## config.mk

```make
export PLATFORM = sky130hd
export DESIGN_NAME = tribus_arbiter
export DESIGN_NICKNAME = d
export VERILOG_FILES = /design/src/rtl/tribus_pkg.sv /design/src/rtl/tribus_arbiter_rr_pick.sv /design/src/rtl/tribus_arbiter.sv
export SDC_FILE = /design/constraint.sdc
export NUM_CORES = 1
export LEC_CHECK = 0
export CORE_AREA = 2 2 45 47
export DETAILED_ROUTE_END_ITERATION = 7
export DIE_AREA = 0 0 47 49
export DONT_BUFFER_PORTS = 1
export PLACE_DENSITY = 0.73
export SYNTH_ARGS = -nofsm -noshare
export SYNTH_HDL_FRONTEND = slang
export SYNTH_HIERARCHICAL = 1
export SYNTH_SLANG_ARGS = --single-unit
```

## constraint.sdc

```tcl
create_clock -name clk -period 2.01 [get_ports clk]
set_input_delay 0.3015 -clock clk [delete_from_list [all_inputs] [get_ports clk]]
set_output_delay 0.3015 -clock clk [all_outputs]
set_load 0.005 [all_outputs]
```

## src/rtl/tribus_pkg.sv

```systemverilog
// Shared state encoding, counter widths and sizing helpers for the tri-state bus arbiter.
package tribus_pkg;

    typedef enum logic [1:0] {
        S_IDLE  = 2'd0,
        S_DRIVE = 2'd1,
        S_TURN  = 2'd2
    } state_t;

    localparam int DEF_TURN_CYC = 1;
    localparam int DEF_MAX_HOLD = 16;
    localparam int TURN_W       = 4;
    localparam int HOLD_W       = 8;

    // Width of an owner index; never below one bit.
    function automatic int id_width(input int n);
        return (n > 1) ? $clog2(n) : 1;
    endfunction

endpackage

```

## src/rtl/tribus_arbiter_rr_pick.sv

```systemverilog
// rr_pick: combinational round-robin picker (rotate by ptr, fixed-priority encode, un-rotate).
module rr_pick
    import tribus_pkg::*;
#(
    parameter  int N   = 4,
    localparam int IDW = id_width(N)
) (
    input  logic [N-1:0]   req,
    input  logic [IDW-1:0] ptr,
    output logic           valid,
    output logic [IDW-1:0] winner
);

    logic [N-1:0]   rot;
    logic [IDW-1:0] off;
    logic [IDW:0]   sum;

    // rot[i] is req[(ptr + i) mod N], so bit 0 is the highest-priority requester.
    assign rot = N'({req, req} >> ptr);

    always_comb begin
        valid = 1'b0;
        off   = '0;
        for (int i = N - 1; i >= 0; i--) begin
            if (rot[i]) begin
                valid = 1'b1;
                off   = IDW'(i);
            end
        end
    end

    always_comb begin
        sum = {1'b0, off} + {1'b0, ptr};
        if (sum >= (IDW + 1)'(N)) begin
            winner = IDW'(sum - (IDW + 1)'(N));
        end else begin
            winner = sum[IDW-1:0];
        end
    end

endmodule

```

## src/rtl/tribus_arbiter.sv

```systemverilog
// tribus_arbiter: round-robin owner sequencer for a shared tri-state bus with all-off turnaround.
// Optional forced release after MAX_HOLD cycles is built when TRIBUS_TIMEOUT_EN is defined.
module tribus_arbiter
    import tribus_pkg::*;
#(
    parameter  int N        = 4,
    parameter  int TURN_CYC = DEF_TURN_CYC,
    parameter  int MAX_HOLD = DEF_MAX_HOLD,
    localparam int IDW      = id_width(N)
) (
    input  logic           clk,
    input  logic           rst,
    input  logic [N-1:0]   req,
    output logic [N-1:0]   grant,
    output logic [N-1:0]   oe,
    output logic [IDW-1:0] gnt_id,
    output logic           busy,
    output logic [1:0]     dbg_state
);

    // Handshake: req is a level request held while ownership is wanted; grant answers it one
    // cycle later and stays until req drops (or preemption), followed by TURN_CYC all-off cycles.

    if (N < 2 || N > 16) begin : g_bad_n
        $error("tribus_arbiter: N must be 2..16");
    end
    if (TURN_CYC < 1 || TURN_CYC > 15) begin : g_bad_turn
        $error("tribus_arbiter: TURN_CYC must be 1..15");
    end
    if (MAX_HOLD < 1 || MAX_HOLD > 255) begin : g_bad_hold
        $error("tribus_arbiter: MAX_HOLD must be 1..255");
    end

    state_t              state_q, state_n;
    logic [IDW-1:0]      ptr_q, ptr_n;
    logic [IDW-1:0]      gnt_id_q, gnt_id_n;
    logic [TURN_W-1:0]   turn_q, turn_n;
    logic [N-1:0]        grant_q, grant_n;
    logic                busy_q, busy_n;
    logic                pick_valid;
    logic [IDW-1:0]      pick_id;
    logic                preempt;

    rr_pick #(.N(N)) u_pick (
        .req    (req),
        .ptr    (ptr_q),
        .valid  (pick_valid),
        .winner (pick_id)
    );

`ifdef TRIBUS_TIMEOUT_EN
    localparam logic [HOLD_W-1:0] HOLD_LIM = HOLD_W'(MAX_HOLD - 1);
    logic [HOLD_W-1:0] hold_q, hold_n;

    // Only preempt when someone else is actually waiting.
    assign preempt = (hold_q == HOLD_LIM) && ((req & ~grant_q) != '0);
`else
    assign preempt = 1'b0;
`endif

    always_comb begin
        state_n  = state_q;
        ptr_n    = ptr_q;
        gnt_id_n = gnt_id_q;
        turn_n   = turn_q;
`ifdef TRIBUS_TIMEOUT_EN
        hold_n   = hold_q;
`endif
        case (state_q)
            S_IDLE: begin
                if (pick_valid) begin
                    state_n  = S_DRIVE;
                    gnt_id_n = pick_id;
`ifdef TRIBUS_TIMEOUT_EN
                    hold_n   = '0;
`endif
                end
            end
            S_DRIVE: begin
                if (!req[gnt_id_q] || preempt) begin
                    state_n  = S_TURN;
                    ptr_n    = (gnt_id_q == IDW'(N - 1)) ? '0 : gnt_id_q + 1'b1;
                    turn_n   = TURN_W'(TURN_CYC - 1);
                    gnt_id_n = '0;
                end
`ifdef TRIBUS_TIMEOUT_EN
                else if (hold_q != HOLD_LIM) begin
                    hold_n = hold_q + 1'b1;
                end
`endif
            end
            S_TURN: begin
                if (turn_q != '0) begin
                    turn_n = turn_q - 1'b1;
                end else if (pick_valid) begin
                    state_n  = S_DRIVE;
                    gnt_id_n = pick_id;
`ifdef TRIBUS_TIMEOUT_EN
                    hold_n   = '0;
`endif
                end else begin
                    state_n = S_IDLE;
                end
            end
            default: begin
                state_n = S_IDLE;
            end
        endcase
        grant_n = (state_n == S_DRIVE) ? (N'(1) << gnt_id_n) : '0;
        busy_n  = (state_n != S_IDLE);
    end

    always_ff @(posedge clk) begin
        if (rst) begin
            state_q  <= S_IDLE;
            ptr_q    <= '0;
            gnt_id_q <= '0;
            turn_q   <= '0;
            grant_q  <= '0;
            busy_q   <= 1'b0;
`ifdef TRIBUS_TIMEOUT_EN
            hold_q   <= '0;
`endif
        end else begin
            state_q  <= state_n;
            ptr_q    <= ptr_n;
            gnt_id_q <= gnt_id_n;
            turn_q   <= turn_n;
            grant_q  <= grant_n;
            busy_q   <= busy_n;
`ifdef TRIBUS_TIMEOUT_EN
            hold_q   <= hold_n;
`endif
        end
    end

    // One register feeds both grant and oe so they can never disagree.
    assign grant     = grant_q;
    assign oe        = grant_q;
    assign gnt_id    = gnt_id_q;
    assign busy      = busy_q;
    assign dbg_state = state_q;

endmodule

```

==> summary.md <==
| Metric | Value |
|---|---|
| Worst-Skew Late Latency | 0.30 ns |
| Post-synth top area share | 0.323 |
| P&R area growth vs syn | 17.5% |
| Die height | 49 um |
| Core area | 1840 sq um |
| Failing checks | setup timing |
| Max Cap Viol | 0 |
| TritonCTS Buffers | 3 |
| Port bufs | 0 |
| Reg2reg start | ptr_q[1]$_SDFFE_PP0P_ |
| RSZ-0062 raised after global routing | yes |
| Required @ worst endpoint | 2.21 ns |
| Detailed Route Iter0 Violations | 11 |
| Share of cells above drive strength 1 | 0.308 |
| Mean number of vias per cell | 5.75 |
| Critical Path Max Stage Delay | 0.35 ns |
| Final Hold Fails | 0 |
| Total Routing Usage GR | 0.191 |
| Final GP Congestion | 0.835 |
| Reg-to-Reg End | grant[0]$_SDFF_PP0_ |
| Worst Skew | 0.00250 ns |
| Post-DRT Antenna Nets | 0 |
| Global-route wire length before repair | 3200 um |
| Crit-path max FO | 5 |
| Tcrit/Tclk final | 1.01 |
| Worst setup path startpoint | ptr_q[1]$_SDFFE_PP0P_ |
| H-tree level count | 1 |
| Worst path slowest cell | dfxtp_2 |
| Endpoint, Worst Hold | dbg_state[1]$_SDFF_PP0_ |
| Worst path cell trace | nand2b_4 > a21oi_2 > o22ai_2 > o21a_1 > ha_4 > xnor2_4 > xnor2_2 > mux2i_1 > o21ai_1 > o221ai_2 > and3b_1 |
| CTS tree | done |
| Max Root-Sink Buffers | 2 |
| Area contributors post-synth | dfxtp_1 32%, ha_1 5.4%, nor2_1 4.0%, mux2i_1 3.2%, buf_4 3.2% |
| Mapped Cells | 103 |
| Antenna violations before repair | 0 |
| Antenna cells | 0 |
| Hold Crit Class | in -> reg |
| Avg Synthesized Cell Area | 9.04 sq um |
| Die area | 2300 sq um |
| Via count | 770 |
| Routed wire per std cell | 14.1 um |
| R2r setup slk | -0.02 ns |
| DIE WIDTH | 47 um |
| Period minus WS final | 2.03 ns |
| Outcome | finished, violations left |
| Leading area contributor after synthesis | dfxtp_1 |
| Worst Setup Start Kind | register |
| Actual slew at the worst max-slew pin | 0.465 ns |
| YS warnings | 6 |
| Crit. End Element | register |
| Grt ovf | 0 |
| Worst Path Arrival | 2.23 ns |
| R2R cell count | 11 |
| Yosys cell types | 42 |
| Number of global-route vias before repair | 774 |
| Initial core utilization | 0.505 |
| Hold Path Cell Cnt | 1 |
| Pin count of the biggest net entering global routing | 13 |
| Yosys reg bits | 15 |
| Slew headroom | 0.690 |
| Peak VDD IR | 0.000629 V |
| CP Class | reg -> reg |
| Residual DRC | 0 |
| Post-DP HPWL | 1380 um |
| I/O pins | 19 |
| Final WS setup | -0.0191 ns |
| Setup-failing EPs final | 2 |
| Final wirelength | 1890 um |
| Hold_ws | 0.0609 ns |
| Sequential area share after synthesis | 0.323 |
| Power density over the cells | 721 nW/um^2 |
| Area after DPL | 976 sq um |
| Cell Area, Synth | 931 sq um |
| FP Rows | 16 |
| Static leakage | 0.412 nW |
| Reg clk slew, reported paths | 0.09 ns |
| Final instance area | 1090 sq um |
| Slew Limit Fails | 0 |
| CTS root buf | clkbuf_4 |
| Fmax | 493 MHz |
| # clock sinks | 15 |
| HP Start | rst |
| Fin nets | 118 |
| Synthesized net count | 113 |
| DRT Pass-1 Iters | 4 |
power breakdown:
group / internal (mW) / switching [mW] / total, mW / leakage [nW]
registers: 0.327 / 0.0393 / 0.366 / 0.123
clock network: 0.0744 / 0.107 / 0.181 / 0.0177
logic: 0.131 / 0.110 / 0.240 / 0.271
total: 0.532 / 0.256 / 0.788 / 0.412
cell usage in the layout, fill, tap and decap left out, types with 2 or more instances in the layout:
cell	instances
dfxtp_1	14
nor2_1	10
inv_1	7
buf_4	7
nor3_1	5
o21ai_0	4
a21oi_1	3
mux2i_1	3
nor2b_1	3
ha_1	3
clkbuf_4	3
a2111oi_2	2
nand4_1	2
xor2_1	2
nor4_1	2
nor3b_2	2
nand2b_4	2
final cells by class:
| class | instances | area (sq um) |
|---|---|---|
| clock inverter | 1 | 5.00 |
| tap | 27 | 33.8 |
| fill | 180 | 748 |
| timing repair buffer | 7 | 52.6 |
| inverter | 7 | 26.3 |
| clock buffer | 3 | 22.5 |
| sequential | 15 | 302 |
| multi-input combinational | 74 | 652 |
synthesized netlist by cell type (all sizes together):
| master | n |
|---|---|
| nor4 | 2 |
| a2111oi | 3 |
| or4 | 1 |
| and3b | 1 |
| nand2 | 1 |
| nor4b | 1 |
| nor2 | 11 |
| nand3 | 2 |
| nor2b | 3 |
| inv | 7 |
| and2b | 1 |
| o21ai | 5 |
| nand4 | 2 |
| a2bb2oi | 1 |
| mux2i | 3 |
| a211oi | 1 |
| buf | 4 |
| nor3b | 3 |
| o21a | 1 |
| xor2 | 2 |
| o311ai | 1 |
| dfxtp | 15 |
| a2111o | 1 |
| o22ai | 1 |
| ha | 4 |
| o221ai | 1 |
| or3b | 1 |
| o21ba | 1 |
| nand2b | 3 |
| mux4 | 1 |
| a21oi | 4 |
| xnor2 | 2 |
| clkbuf | 3 |
| nor3 | 5 |
| a21o | 1 |
| o211ai | 2 |
| mux2 | 2 |
worst max-delay path, delay by kind of cell, from the launching register on:
kind | cells | cell delay (ns)
flops | 1 | 0.35
xor+xnor | 2 | 0.28
fa+ha+maj | 1 | 0.18
mux | 1 | 0.09
simple gates | 2 | 0.33
compound gates | 5 | 0.69
routing by layer:
metal,share of wire,wire length [um],global-route usage,vias to the layer above
met3,0.048,91,0.0481,5
li1,-,-,-,382
met5,0,0,0,-
met4,0.023,44,0.0833,0
met2,0.52,979,0.320,15
met1,0.41,775,0.218,368
per-stage QoR:
stage	TNS, ns	utilization	total power, mW	worst slack, ns	instances
after global placement	-0.0790	0.530	0.556	-0.0413	130
after detailed placement	-0.532	0.530	0.561	-0.141	130
after floorplan	0	-	0.528	0.0483	103
final	-0.0222	0.594	0.788	-0.0191	134
after CTS	0	0.569	0.771	0.00483	134
after global routing	-0.539	0.594	0.833	-0.176	134
how the worst max path moves through the flow:
stage,cells after the start,slack (ns),endpoint
after CTS,8,0.005,grant[0]$_SDFF_PP0_
after detailed placement,11,-0.14,grant[0]$_SDFF_PP0_
after floorplan,11,0.05,grant[0]$_SDFF_PP0_
after global routing,11,-0.18,grant[0]$_SDFF_PP0_
final,11,-0.02,grant[0]$_SDFF_PP0_
after global placement,11,-0.04,grant[0]$_SDFF_PP0_
what timing repair did:
action,4_1_cts,5_1_grt
pin swaps,3,6
gates cloned,0,0
endpoints found under the setup margin,6,5
gates resized for setup,9,7
hold endpoints to repair,0,0
buffers inserted,0,0
hold buffers,0,0
cells by family (layout without fill, tap and decap cells):
| family | after synthesis | count (layout) | synth area share |
|---|---|---|---|
| DFF | 15 | 15 | 0.323 |
| xor gates and xnor gates | 4 | 4 | 0.0376 |
| buffers and inverters | 14 | 18 | 0.0726 |
| muxes | 6 | 6 | 0.0847 |
| adders and majority gates | 4 | 4 | 0.0538 |
| and+or+nand+nor | 37 | 37 | 0.241 |
| AOI/OAI and AO/OA | 23 | 23 | 0.188 |
sequential cells by signal (all words and copies together), names as in the netlist:
register   flops
grant          4
busy           1
ptr_q          2
dbg_state      2
turn_q         4
gnt_id         2
Note: power is estimated with default switching activity, not from simulation.
